===== config.mk =====
export PLATFORM = sky130hd
export DESIGN_NAME = plot_frame_receiver
export DESIGN_NICKNAME = d
export VERILOG_FILES = /design/src/rtl/plot_frame_receiver_pkg.sv /design/src/rtl/plot_frame_receiver_fifo.sv /design/src/rtl/plot_frame_receiver.sv
export SDC_FILE = /design/constraint.sdc
export NUM_CORES = 1
export LEC_CHECK = 0
export CAP_MARGIN = 15
export CORE_UTILIZATION = 55
export CTS_CLUSTER_SIZE = 30
export DETAILED_ROUTE_END_ITERATION = 10
export PLACE_DENSITY = 0.89
export SLEW_MARGIN = 10
export SYNTH_ARGS = -nofsm -noshare
export SYNTH_HDL_FRONTEND = slang
export SYNTH_SLANG_ARGS = --single-unit

===== constraint.sdc =====
create_clock -name clk -period 4.4 [get_ports clk]
set_input_delay 0.88 -clock clk [delete_from_list [all_inputs] [get_ports clk]]
set_output_delay 0.88 -clock clk [all_outputs]
set_load 0.005 [all_outputs]

===== src/rtl/plot_frame_receiver_pkg.sv =====
// Shared graphics definitions: screen geometry, framebuffer widths, FSM encodings
// and small helpers used by the plot receiver and its FIFO.
package plot_frame_receiver_pkg;

    localparam int SCREEN_W   = 160;
    localparam int SCREEN_H   = 120;
    localparam int COORD_W    = 10;
    localparam int ADDR_W     = 15;
    localparam int COLOR_W    = 3;
    localparam int FIFO_DEPTH = 4;
    localparam int COUNT_W    = 16;

    typedef enum logic [1:0] {
        ST_IDLE    = 2'd0,
        ST_RECEIVE = 2'd1,
        ST_DRAIN   = 2'd2,
        ST_DONE    = 2'd3
    } state_t;

    typedef struct packed {
        logic [ADDR_W-1:0]  addr;
        logic [COLOR_W-1:0] color;
    } pixel_t;

    localparam int PIXEL_W = ADDR_W + COLOR_W;

    function automatic logic in_screen(input logic [COORD_W-1:0] px,
                                       input logic [COORD_W-1:0] py);
        return (px < COORD_W'(SCREEN_W)) && (py < COORD_W'(SCREEN_H));
    endfunction

    // y*160 + x built from shifts, since 160 = 128 + 32
    function automatic logic [ADDR_W-1:0] pixel_addr(input logic [COORD_W-1:0] px,
                                                     input logic [COORD_W-1:0] py);
        logic [ADDR_W-1:0] ye;
        logic [ADDR_W-1:0] xe;
        ye = ADDR_W'(py);
        xe = ADDR_W'(px);
        return (ye << 7) + (ye << 5) + xe;
    endfunction

    function automatic logic [COUNT_W-1:0] sat_inc(input logic [COUNT_W-1:0] v);
        return (v == '1) ? v : v + COUNT_W'(1);
    endfunction

endpackage


===== src/rtl/plot_frame_receiver_fifo.sv =====
// Small circular FIFO holding pending framebuffer writes; supports push and pop
// in the same cycle, including when full.
module plot_fifo #(
    parameter int WIDTH = 18,
    parameter int DEPTH = 4
) (
    input  logic             clk,
    input  logic             reset_n,
    input  logic             push,
    input  logic             pop,
    input  logic [WIDTH-1:0] din,
    output logic [WIDTH-1:0] dout,
    output logic             full,
    output logic             empty
);

    localparam int PTR_W = $clog2(DEPTH);
    localparam logic [PTR_W:0] FULL_COUNT = DEPTH[PTR_W:0];

    logic [WIDTH-1:0] store [DEPTH];
    logic [PTR_W-1:0] rd_ptr;
    logic [PTR_W-1:0] wr_ptr;
    logic [PTR_W:0]   count;
    logic             do_push;
    logic             do_pop;

    assign empty   = (count == '0);
    assign full    = (count == FULL_COUNT);
    assign do_pop  = pop && !empty;
    // A full FIFO still accepts a push when the head leaves in the same cycle
    assign do_push = push && (!full || do_pop);
    assign dout    = store[rd_ptr];

    always_ff @(posedge clk) begin
        if (!reset_n) begin
            rd_ptr <= '0;
            wr_ptr <= '0;
            count  <= '0;
        end else begin
            if (do_push) wr_ptr <= wr_ptr + PTR_W'(1);
            if (do_pop)  rd_ptr <= rd_ptr + PTR_W'(1);
            case ({do_push, do_pop})
                2'b10:   count <= count + (PTR_W+1)'(1);
                2'b01:   count <= count - (PTR_W+1)'(1);
                default: count <= count;
            endcase
        end
    end

    always_ff @(posedge clk) begin
        if (do_push) store[wr_ptr] <= din;
    end

endmodule


===== src/rtl/plot_frame_receiver.sv =====
// Receives plotted pixels from a drawing engine, clips them to the screen,
// converts them to framebuffer addresses and queues the writes.
module plot_frame_receiver
    import plot_frame_receiver_pkg::*;
(
    input  logic               clk,
    input  logic               reset_n,
    input  logic [COORD_W-1:0] x,
    input  logic [COORD_W-1:0] y,
    input  logic [COLOR_W-1:0] color,
    input  logic               plot,
    input  logic               done_in,
    output logic [ADDR_W-1:0]  mem_addr,
    output logic [COLOR_W-1:0] mem_data,
    output logic               mem_we,
    input  logic               mem_ready,
    output logic               busy,
    output logic               frame_done,
    output logic               overflow,
    output logic [COUNT_W-1:0] pix_count,
    output logic [COUNT_W-1:0] clip_count
);

    state_t state;
    state_t state_next;

    logic   stage_valid;
    pixel_t stage_pix;
    logic   pix_on_screen;
    logic   stage_stall;
    logic   stage_load;

    logic   fifo_push;
    logic   fifo_pop;
    logic   fifo_full;
    logic   fifo_empty;
    pixel_t fifo_head;

    assign pix_on_screen = in_screen(x, y);
    assign fifo_pop      = !fifo_empty && mem_ready;
    // The stage keeps its pixel while the FIFO cannot take it; a new pixel
    // arriving then is the one that gets dropped.
    assign stage_stall   = stage_valid && fifo_full && !fifo_pop;
    assign fifo_push     = stage_valid && !stage_stall;
    assign stage_load    = plot && pix_on_screen && !stage_stall;

    always_ff @(posedge clk) begin
        if (!reset_n) begin
            stage_valid <= 1'b0;
            stage_pix   <= '0;
        end else if (!stage_stall) begin
            stage_valid <= stage_load;
            if (stage_load) begin
                stage_pix.addr  <= pixel_addr(x, y);
                stage_pix.color <= color;
            end
        end
    end

    plot_fifo #(
        .WIDTH (PIXEL_W),
        .DEPTH (FIFO_DEPTH)
    ) u_fifo (
        .clk     (clk),
        .reset_n (reset_n),
        .push    (fifo_push),
        .pop     (fifo_pop),
        .din     (stage_pix),
        .dout    (fifo_head),
        .full    (fifo_full),
        .empty   (fifo_empty)
    );

    assign mem_we   = !fifo_empty;
    assign mem_addr = fifo_empty ? '0 : fifo_head.addr;
    assign mem_data = fifo_empty ? '0 : fifo_head.color;

    always_ff @(posedge clk) begin
        if (!reset_n) begin
            pix_count  <= '0;
            clip_count <= '0;
            overflow   <= 1'b0;
        end else begin
            if (fifo_pop)                   pix_count  <= sat_inc(pix_count);
            if (plot && !pix_on_screen)     clip_count <= sat_inc(clip_count);
            if (plot && pix_on_screen && stage_stall) overflow <= 1'b1;
        end
    end

    always_ff @(posedge clk) begin
        if (!reset_n) state <= ST_IDLE;
        else          state <= state_next;
    end

    // done_in outranks plot; late pixels in DRAIN hold off the DONE pulse
    always_comb begin
        state_next = state;
        busy       = 1'b0;
        frame_done = 1'b0;
        case (state)
            ST_IDLE: begin
                if (done_in)   state_next = ST_DRAIN;
                else if (plot) state_next = ST_RECEIVE;
            end
            ST_RECEIVE: begin
                busy = 1'b1;
                if (done_in) state_next = ST_DRAIN;
            end
            ST_DRAIN: begin
                busy = 1'b1;
                if (!stage_valid && fifo_empty && !plot) state_next = ST_DONE;
            end
            ST_DONE: begin
                frame_done = 1'b1;
                state_next = ST_IDLE;
            end
            default: state_next = ST_IDLE;
        endcase
    end

endmodule


## Yosys cells after proc, flatten, opt, wreduce, memory -nomap -nowiden

Memories as Yosys holds them, arrays and structs flattened. A register that Yosys moved wholly into a read port is not among the register bits.
Index checks and enable logic that the tools add are counted.

- Add/subtract/negate cells: 8
- Multiply operators: 0
- Div/mod/pow operators: 0
- Magnitude comparators: 2
- Eq/ne operators: 11
- Shifts and indexed selects: 0
- Mux-type cells: 14
- Bitwise operators: 3
- Reduce and logical (&&, ||, !) cells: 29

Operators with widths:

| operator | count |
|---|---|
| $add 16x1->16 const B | 2 |
| $eq 16x16->1 const B | 2 |
| $add 15x10->15 | 1 |
| $add 15x15->15 | 1 |
| $mux 15 | 1 |
| $logic_and 1x1->1 | 13 |
| $mux 2 | 6 |
| $lt 10x7->1 const B | 1 |
| $lt 10x8->1 const B | 1 |
| $pmux 2 s4 | 1 |
| $logic_not 1->1 | 7 |
| $eq 2x2->1 const B | 3 |
| $pmux 3 s2 | 1 |
| $reduce_and 2->1 | 3 |
| $add 2x1->2 const B | 2 |
| $eq 2x1->1 const B | 2 |
| $mux 1 | 4 |
| $ne 2x2->1 const B | 2 |
| $add 3x1->3 const B | 1 |
| $eq 3x3->1 const B | 1 |
| $logic_not 3->1 | 1 |
| $mux 3 | 1 |
| $ne 3x3->1 const B | 1 |
| $not 1->1 | 3 |
| 6 further kinds | 6 |

- Flip-flop bits (word level): 61
- Latch bits: 0
- Memory bits (writable): 72
- ROM bits: 0
- Bits of input ports: 28
- Output and inout bits: 54
- Logic and storage cells: 78
- Memories: 1

Memory list:

| memory | depth | width | rd ports | clocked after memory_dff | wr ports | RTL line | RTL |
|---|---|---|---|---|---|---|---|
| u_fifo.store | 4 | 18 | 1 | 1 | 1 | plot_frame_receiver_fifo.sv:20 | `logic [WIDTH-1:0] store [DEPTH];` |

## Logic depth before layout (Yosys ltp)

- Depth after elaboration: 10
- Depth in mapped cells: 10
- Gate-level depth less buffers: 9

## Modules after synthesis

A second synthesis with hierarchy kept.

- Cell total of the unflattened synthesis: 516
- Area total of the unflattened synthesis: 6,214.7 µm²

By module, submodules not included:

| module | times used | cells each | area each (µm²) | seq. area each (µm²) |
|---|---|---|---|---|
| plot_fifo | 1 | 148 | 3,119.2 | 2,342.2 |
| plot_frame_receiver | 1 | 368 | 3,095.5 | 1,081.0 |

## Worst setup path before layout

No wires, ideal clock.

- Path type: in2reg
- Start point: in mem_ready
- End point: reg u_fifo.count[2]
- Library setup time: 0.070 ns
- Arrival: 2.767 ns
- Data required time: 4.330 ns
- Path slack: 1.563 ns
- Stages: 10
- Buffers on the path: 1
- Cell sequence: nor4b_1 > and2b_1 > clkbuf_1 > inv_1 > ha_1 > inv_1 > fa_1 > xor2_1 > or3_1 > a21oi_1

- Word-level cells in the longest chain between the ends: 8
- Elaborated cells on any way between the ends: 12
- Classes of those cells: eq/ne (2); mux (1); reduce/logical (9)

RTL lines:

| item | RTL line | RTL |
|---|---|---|
| start: declaration | plot_frame_receiver.sv:16 | `input logic mem_ready,` |
| $logic_and 1x1->1 (*) | plot_frame_receiver.sv:40 | `assign fifo_pop = !fifo_empty && mem_ready;` |
| $logic_not 1->1 | plot_frame_receiver.sv:43 | `assign stage_stall = stage_valid && fifo_full && !fifo_pop;` |
| $logic_and 1x1->1 | plot_frame_receiver.sv:43 |  |
| $logic_not 1->1 | - |  |
| $logic_and 1x1->1 | plot_frame_receiver.sv:44 | `assign fifo_push = stage_valid && !stage_stall;` |
| $logic_and 1x1->1 | plot_frame_receiver_fifo.sv:31 | `assign do_push = push && (!full \|\| do_pop);` |
| $eq 2x1->1 / $eq 2x2->1 (equally long branches) | plot_frame_receiver_fifo.sv:42 | `case ({do_push, do_pop})` |
| $pmux 3 s2 / $reduce_bool 2->1 (equally long branches) | - |  |
| end signal: assignment | plot_frame_receiver_fifo.sv:43 | `2'b10: count <= count + (PTR_W+1)'(1);` |
| end signal: assignment | plot_frame_receiver_fifo.sv:44 | `2'b01: count <= count - (PTR_W+1)'(1);` |
| end signal: assignment | plot_frame_receiver_fifo.sv:45 | `default: count <= count;` |
| end: declaration | plot_frame_receiver_fifo.sv:23 | `logic [PTR_W:0] count;` |

Mark *: on every way between the ends. The rest lies on a longest branch, timed or not.
A chain may end at the register's enable or synchronous reset.

==> qor.csv <==
metric,value,unit
Yosys cell types,54,
port bufs,81,
Initial Util,56.6,%
Die Wd,108,um
Post-CTS Resized,0,
setup bufs post-CTS,0,
Synth Flop Type,edfxtp_1,
WL final,12900,um
power per cell area,379,nW/um2
number of setup violations in the final report,0,
worst setup margin,1.01,ns
CTS root buffer,clkbuf_8,
initial antenna violation count,0,
Rows,38,
Hold WC Path Type,flip-flop to flip-flop,
io pins,82,
max-slew violations,0,
final hold violation count,0,
number of synthesized flops with an enable pin,72,
WP data arrival,2.51,ns
RSZ-0062 raised after global routing,false,
syn_nets,570,
Longest Clk Path Bufs,2,
DRT Pass-1 Iters,4,
All-Layer GR Usage,23.9,%
Setup Skew,0.00961,ns
Final Cycle Share,77.1,%
first-pass GRT wire length,21000,um
Synthesis Warnings,0,
multi-input logic area,2580,um2
Storage cell area,3420,um2
dpl ws,0.883,ns
placed instance area,7080,um2
"Hold-fix buffers, CTS",0,
gpl congestion,0.856,
"Seq/Total Area, Yosys",55.6,%
top cell family by delay on the critical path,flip-flops,
final instance area,7640,um2
worst slew pin tran,0.955,ns
"Reg clk slew, reported paths",0.06,ns
slowest CP cell,dfxtp_1,
Sink Count,135,
largest net degree at the start of global routing,35,
placed wire-length estimate,8450,um
critical path class,flip-flop to primary output,
r2r endpoint,u_fifo.count[2],
worst path required time,3.52,ns
CTS Buf Count,17,
worst hold path depth,1,
ANT nets after route,0,
leakage,2.63,nW
Diodes inserted,0,
Filler cells,732,
Worst Setup Start Kind,flip-flop,
Die Y,108,um
hold wc startpoint,overflow,
R2R Setup Slk,1.64,ns
Core ar.,10900,um2
Mapped Cells,511,
Worst setup EP type,primary output,
mapped cell area,6160,um2
final setup TNS,0,ns
worst rel slew slack,36.3,%
hold endpoint,overflow,
worst hold slack,0.488,ns
achievable clock frequency,0.295,GHz
Reg-to-Reg Start,u_fifo.count[0],
Max Cap Viol,0,
clock latency on the worst-skew pair,0.51,ns
mean routed wirelength per cell,17.2,um
"Area growth, synth to finish",23.9,%
Remaining DRCs,0,
delay of the slowest cell on the worst path,0.92,ns
FF-to-FF path depth,9,
crit-path max FO,18,
share of layout cells above drive strength 1,11.0,%
Max VDD drop,0.258,mV
Post-synth ARST share,0,%
vias in the first global route,4242,
Final nets,655,
sequence of cells on the critical path,mux4_2 > and2_1 > clkdlybuf4s50_1,
via count,4244,
post-route minimum period,3.39,ns
"Avg Cell Area, Syn",12.1,um2
vias per cell,5.67,
CTS HTree Levels,4,
synthesis-stage register bit count,135,
Buf/Inv on CP,1,
outcome,"complete, no violations",
overflow left after global routing,0,
drt initial violations,249,
TritonCTS clock tree,yes,
Die Area,11600,um2
-- synthesized netlist by cell type (all sizes together) (5+ instances only) --
| cell | count | area share, % |
|---|---|---|
| o21a | 5 | 0.61 |
| o31ai | 5 | 0.61 |
| nand4 | 12 | 1.5 |
| mux4 | 18 | 6.6 |
| buf | 6 | 0.69 |
| nor2 | 33 | 2.0 |
| nor3 | 15 | 1.5 |
| mux2i | 7 | 1.1 |
| nand3 | 13 | 1.1 |
| xor2 | 6 | 0.85 |
| ha | 26 | 5.3 |
| fa | 5 | 1.6 |
| nor4 | 10 | 1.1 |
| o21ai | 11 | 0.95 |
| dfxtp | 63 | 20 |
| nand2 | 49 | 3.0 |
| and2 | 24 | 2.4 |
| or3 | 9 | 1.1 |
| a21oi | 27 | 2.2 |
| edfxtp | 72 | 35 |
| clkbuf | 12 | 0.73 |
| inv | 20 | 1.2 |
| o211ai | 5 | 0.69 |
| xnor2 | 21 | 3.0 |
-- registers in the layout (all words and copies together) (netlist names), named ones only --
register,cells
u_fifo.store,72
pix_count,16
clip_count,16
stage_pix,18
u_fifo.count,3
state,2
u_fifo.wr_ptr,2
stage_valid,1
overflow,1
u_fifo.rd_ptr,2
-- worst reg2reg max path: stages, from the launching register on --
cell	delay [ns]
dfxtp_1	0.38
or3_1	0.60
nand2_1	0.24
inv_2	0.18
ha_1	0.22
inv_1	0.07
fa_1	0.37
xor2_1	0.16
or3_1	0.31
a21oi_1	0.15
-- per-layer routing --
metal / share of wire [%] / up-vias / global-route usage (%)
met5: 0 / - / 0
met4: 1.1 / 0 / 7.05
met3: 4.8 / 12 / 5.87
met2: 51 / 119 / 41.2
met1: 43 / 2057 / 29.7
li1: - / 2056 / -
-- final cells by class --
type / instances / share of cell area, %
timing repair buffer: 84 / 10.9
clock buffer: 18 / 5.60
tap: 140 / 2.29
clock inverter: 14 / 1.65
multi-input combinational: 338 / 33.7
sequential: 135 / 44.8
inverter: 20 / 0.983
-- cells by family (layout without fill, tap and decap cells) --
| group | count (synthesis) | count (layout) | share of synthesized area, % |
|---|---|---|---|
| AOI/OAI and AO/OA | 68 | 68 | 7.11 |
| xor gates and xnor gates | 27 | 27 | 3.84 |
| adders and majority gates | 31 | 31 | 6.90 |
| buffers and inverters | 38 | 136 | 2.64 |
| DFF | 135 | 135 | 55.6 |
| muxes | 25 | 25 | 7.72 |
| and+or+nand+nor | 187 | 187 | 16.2 |
-- how the worst max path moves through the flow --
stage / start / endpoint / slack (ns) / depth (start not counted)
floorplan: mem_ready / u_fifo.count[2] / 1.56 / 10
global route: flip-flop / mem_addr[11] / 0.91 / 3
finish: flip-flop / mem_addr[3] / 1.01 / 3
detailed placement: y[2] / stage_pix[17] / 0.88 / 9
CTS: flip-flop / mem_addr[11] / 0.97 / 3
global placement: y[2] / stage_pix[17] / 0.97 / 9
-- placed cells by master (no fill, tap or decap), drive strengths merged, types with 13 or more instances in the layout --
master,n
a21oi,27
and2,24
clkbuf,18
clkdlybuf4s50,81
dfxtp,63
edfxtp,72
ha,26
inv,30
mux4,18
nand2,49
nand3,13
nor2,33
nor3,15
xnor2,21
-- power by group --
group          switching, mW  leakage (nW)  total (mW)  internal, mW
clock                  0.575         0.266        1.31         0.732
sequential            0.0123          1.16        1.34          1.33
combinational          0.126          1.20       0.245         0.119
-- metrics by stage --
stage | util [%] | std cells | power, mW
after floorplan | - | 511 | 1.52
after global placement | 65.1 | 717 | 1.59
after detailed placement | 65.1 | 717 | 1.61
after CTS | 70.1 | 749 | 2.91
after global routing | 70.1 | 749 | 3.00
final | 70.1 | 749 | 2.89
Note: power is estimated with default switching activity, not from simulation.
==> variant, RTL diff (same settings) <==
The package constant `FIFO_DEPTH` goes from 4 to 2.
--- a/src/rtl/plot_frame_receiver_pkg.sv
+++ b/src/rtl/plot_frame_receiver_pkg.sv
@@ -9,3 +9,3 @@
     localparam int COLOR_W    = 3;
-    localparam int FIFO_DEPTH = 4;
+    localparam int FIFO_DEPTH = 2;
     localparam int COUNT_W    = 16;
Function: changed (Yosys sat finds a counterexample within 10 cycles, from zero or initial values and one cycle with reset_n low).
==> variant against the unedited design <==
Sequential share of layout area fell by 5.6 points. Design area fell by 25%. Power fell by 40%. Count of clock-buffer cells in the layout fell by 9. Setup slack improved by 0.067 ns. Sequential cell count fell by 40. Die area fell by 24%. Global-route usage fell by 0.62 points. Utilization barely moved. Synthesized area fell by 24%. Wire length fell by 26%. Critical path type is now in -> reg. Largest cell class unchanged.
==> variant: results (changes against the unedited design) <==
1st-iter DRT viols=133 (was 249); share of cells above drive strength 1=11.4% (was 11.0%); vias in the first global route=3493 (was 4242); cts bufs inserted=9 (was 17); cell-internal power=1.26 mW (was 2.18 mW); Worst-path clk slew=0.10 ns (was 0.06 ns); Min-Delay Path Class=reg -> reg (unchanged); crit path max fanout=3 (was 18); Buffers on Ports=81 (unchanged); largest registers=u_fifo.store x36, stage_pix x18 (was u_fifo.store x72, stage_pix x18); buffer count from post-CTS setup fixing=0 (unchanged); Global Route Usage Sum=23.3% (was 23.9%); DP HPWL=6700 um (was 8450 um); Slew HR=32.4% (was 36.3%); clock skew=0.0107 ns (was 0.00961 ns); Pleak=2.06 nW (was 2.63 nW); top cells by count, synth=dfxtp_1, nor2_1, edfxtp_1, nand2_1, xnor2_1 (was edfxtp_1, dfxtp_1, nand2_1, nor2_1, a21oi_1); first-pass GRT wire length=16100 um (was 21000 um); DRT Pass-1 Iters=5 (was 4); worst skew pair latency=0.36 ns (was 0.51 ns); Placer Congestion=0.933 (was 0.856); asr flop ratio synth=0% (unchanged); total routed wirelength=9490 um (was 12900 um); number of flops mapped to enable cells by yosys=36 (was 72); count leader, synth=dfxtp_1 (was edfxtp_1); sequential fraction of the synthesis area=48.3% (was 55.6%); Placed Instance Area=5570 sq um (was 7080 sq um); H-tree depth=3 (was 4); run status=completed (unchanged); initial antenna violation count=0 (unchanged); Mapped Nets=505 (was 570); routed via count=3553 (was 4244); # resized after CTS=0 (unchanged); VDD IR-drop max=0.000233 V (was 0.000258 V); Yosys Warn Count=0 (unchanged); pin count of the biggest net entering global routing=27 (was 35); top cells by area, synth=dfxtp_1, edfxtp_1, ha_1 (was edfxtp_1, dfxtp_1, mux4_2); Nets=586 (was 655); Distinct cells, synth=54 (unchanged); diode count=0 (unchanged); root buffer cell=clkbuf_8 (unchanged); Max clock buf depth=2 (unchanged)
## variant: changes by cell type in the layout (fill, tap and decap cells not counted), moves of 7 or more
cell	change
nor4_1	-7
and2_1	-20
edfxtp_1	-36
nand2_1	-22
mux2i_1	+14
mux4_2	-18
nand2_2	+18
nor2_1	+24
a21oi_2	+9
clkbuf_8	+7
clkbuf_16	-16
nor3_1	-7
## variant: logic make-up (layout without fill, tap and decap cells)
group,after synthesis,after routing,share of synthesized area (%)
compound gates,69,69,10.4
xor+xnor,37,37,6.92
fa+ha+maj,26,26,7.59
buf+inv,32,118,3.55
flops,95,95,48.3
mux,21,21,4.49
simple gates,171,171,18.7
## variant: power by group through the flow
| stage | sequential [mW] | combinational, mW | clock, mW |
|---|---|---|---|
| floorplan | 0.946 | 0.159 | 0 |
| global placement | 0.949 | 0.234 | 0 |
| detailed placement | 0.949 | 0.249 | 0 |
| CTS | 0.929 | 0.253 | 0.562 |
| global route | 0.931 | 0.279 | 0.593 |
| finish | 0.929 | 0.252 | 0.554 |
## variant: routing by layer
| metal | GRT usage, % | wire [um] | up-vias |
|---|---|---|---|
| li1 | - | - | 1757 |
| met4 | 11.3 | 212 | 0 |
| met5 | 0 | 0 | - |
| met3 | 4.45 | 478 | 20 |
| met1 | 28.7 | 4210 | 1675 |
| met2 | 38.9 | 4590 | 101 |
## variant: final cells by class
cell class	instances	area [sq um]
clock buffer	9	124
clock inverter	7	70.1
fill	602	2450
inverter	15	56.3
multi-input combinational	324	2260
sequential	95	2260
tap	105	131
timing repair buffer	87	856
## variant: metrics by stage
| stage | setup WS, ns | std cells | hold slack [ns] |
|---|---|---|---|
| 5_1_grt | 0.913 | 642 | 0.477 |
| 3_5_place_dp | 0.744 | 626 | 0.435 |
| 4_1_cts | 1.11 | 642 | 0.459 |
| 6_report | 1.08 | 642 | 0.458 |
| 3_3_place_gp | 0.787 | 626 | 0.432 |
| 2_1_floorplan | 1.47 | 451 | 0.425 |
## variant: path summary, 6_finish.rpt
| kind | start | to | slack [ns] | depth (start not counted) |
|---|---|---|---|---|
| worst min register to register | stage_pix[0]$_SDFFE_PN0P_ | u_fifo.store[1][0]$_DFFE_PP_ | 0.46 | 0 |
| worst min-delay path | stage_pix[0]$_SDFFE_PN0P_ | u_fifo.store[1][0]$_DFFE_PP_ | 0.46 | 0 |
| worst max-delay path | y[2] | stage_pix[17]$_SDFFE_PN0P_ | 1.08 | 10 |
| worst max register to register | clip_count[0]$_SDFFE_PN0P_ | clip_count[2]$_SDFFE_PN0P_ | 2.35 | 6 |
## variant: critical path: stages
cell             delay [ns]
clkdlybuf4s50_1        0.55
inv_1                  0.08
fa_1                   0.51
inv_1                  0.07
fa_1                   0.48
a211oi_1               0.27
o21ai_0                0.17
o31ai_1                0.27
xnor2_1                0.13
o31ai_2                0.17
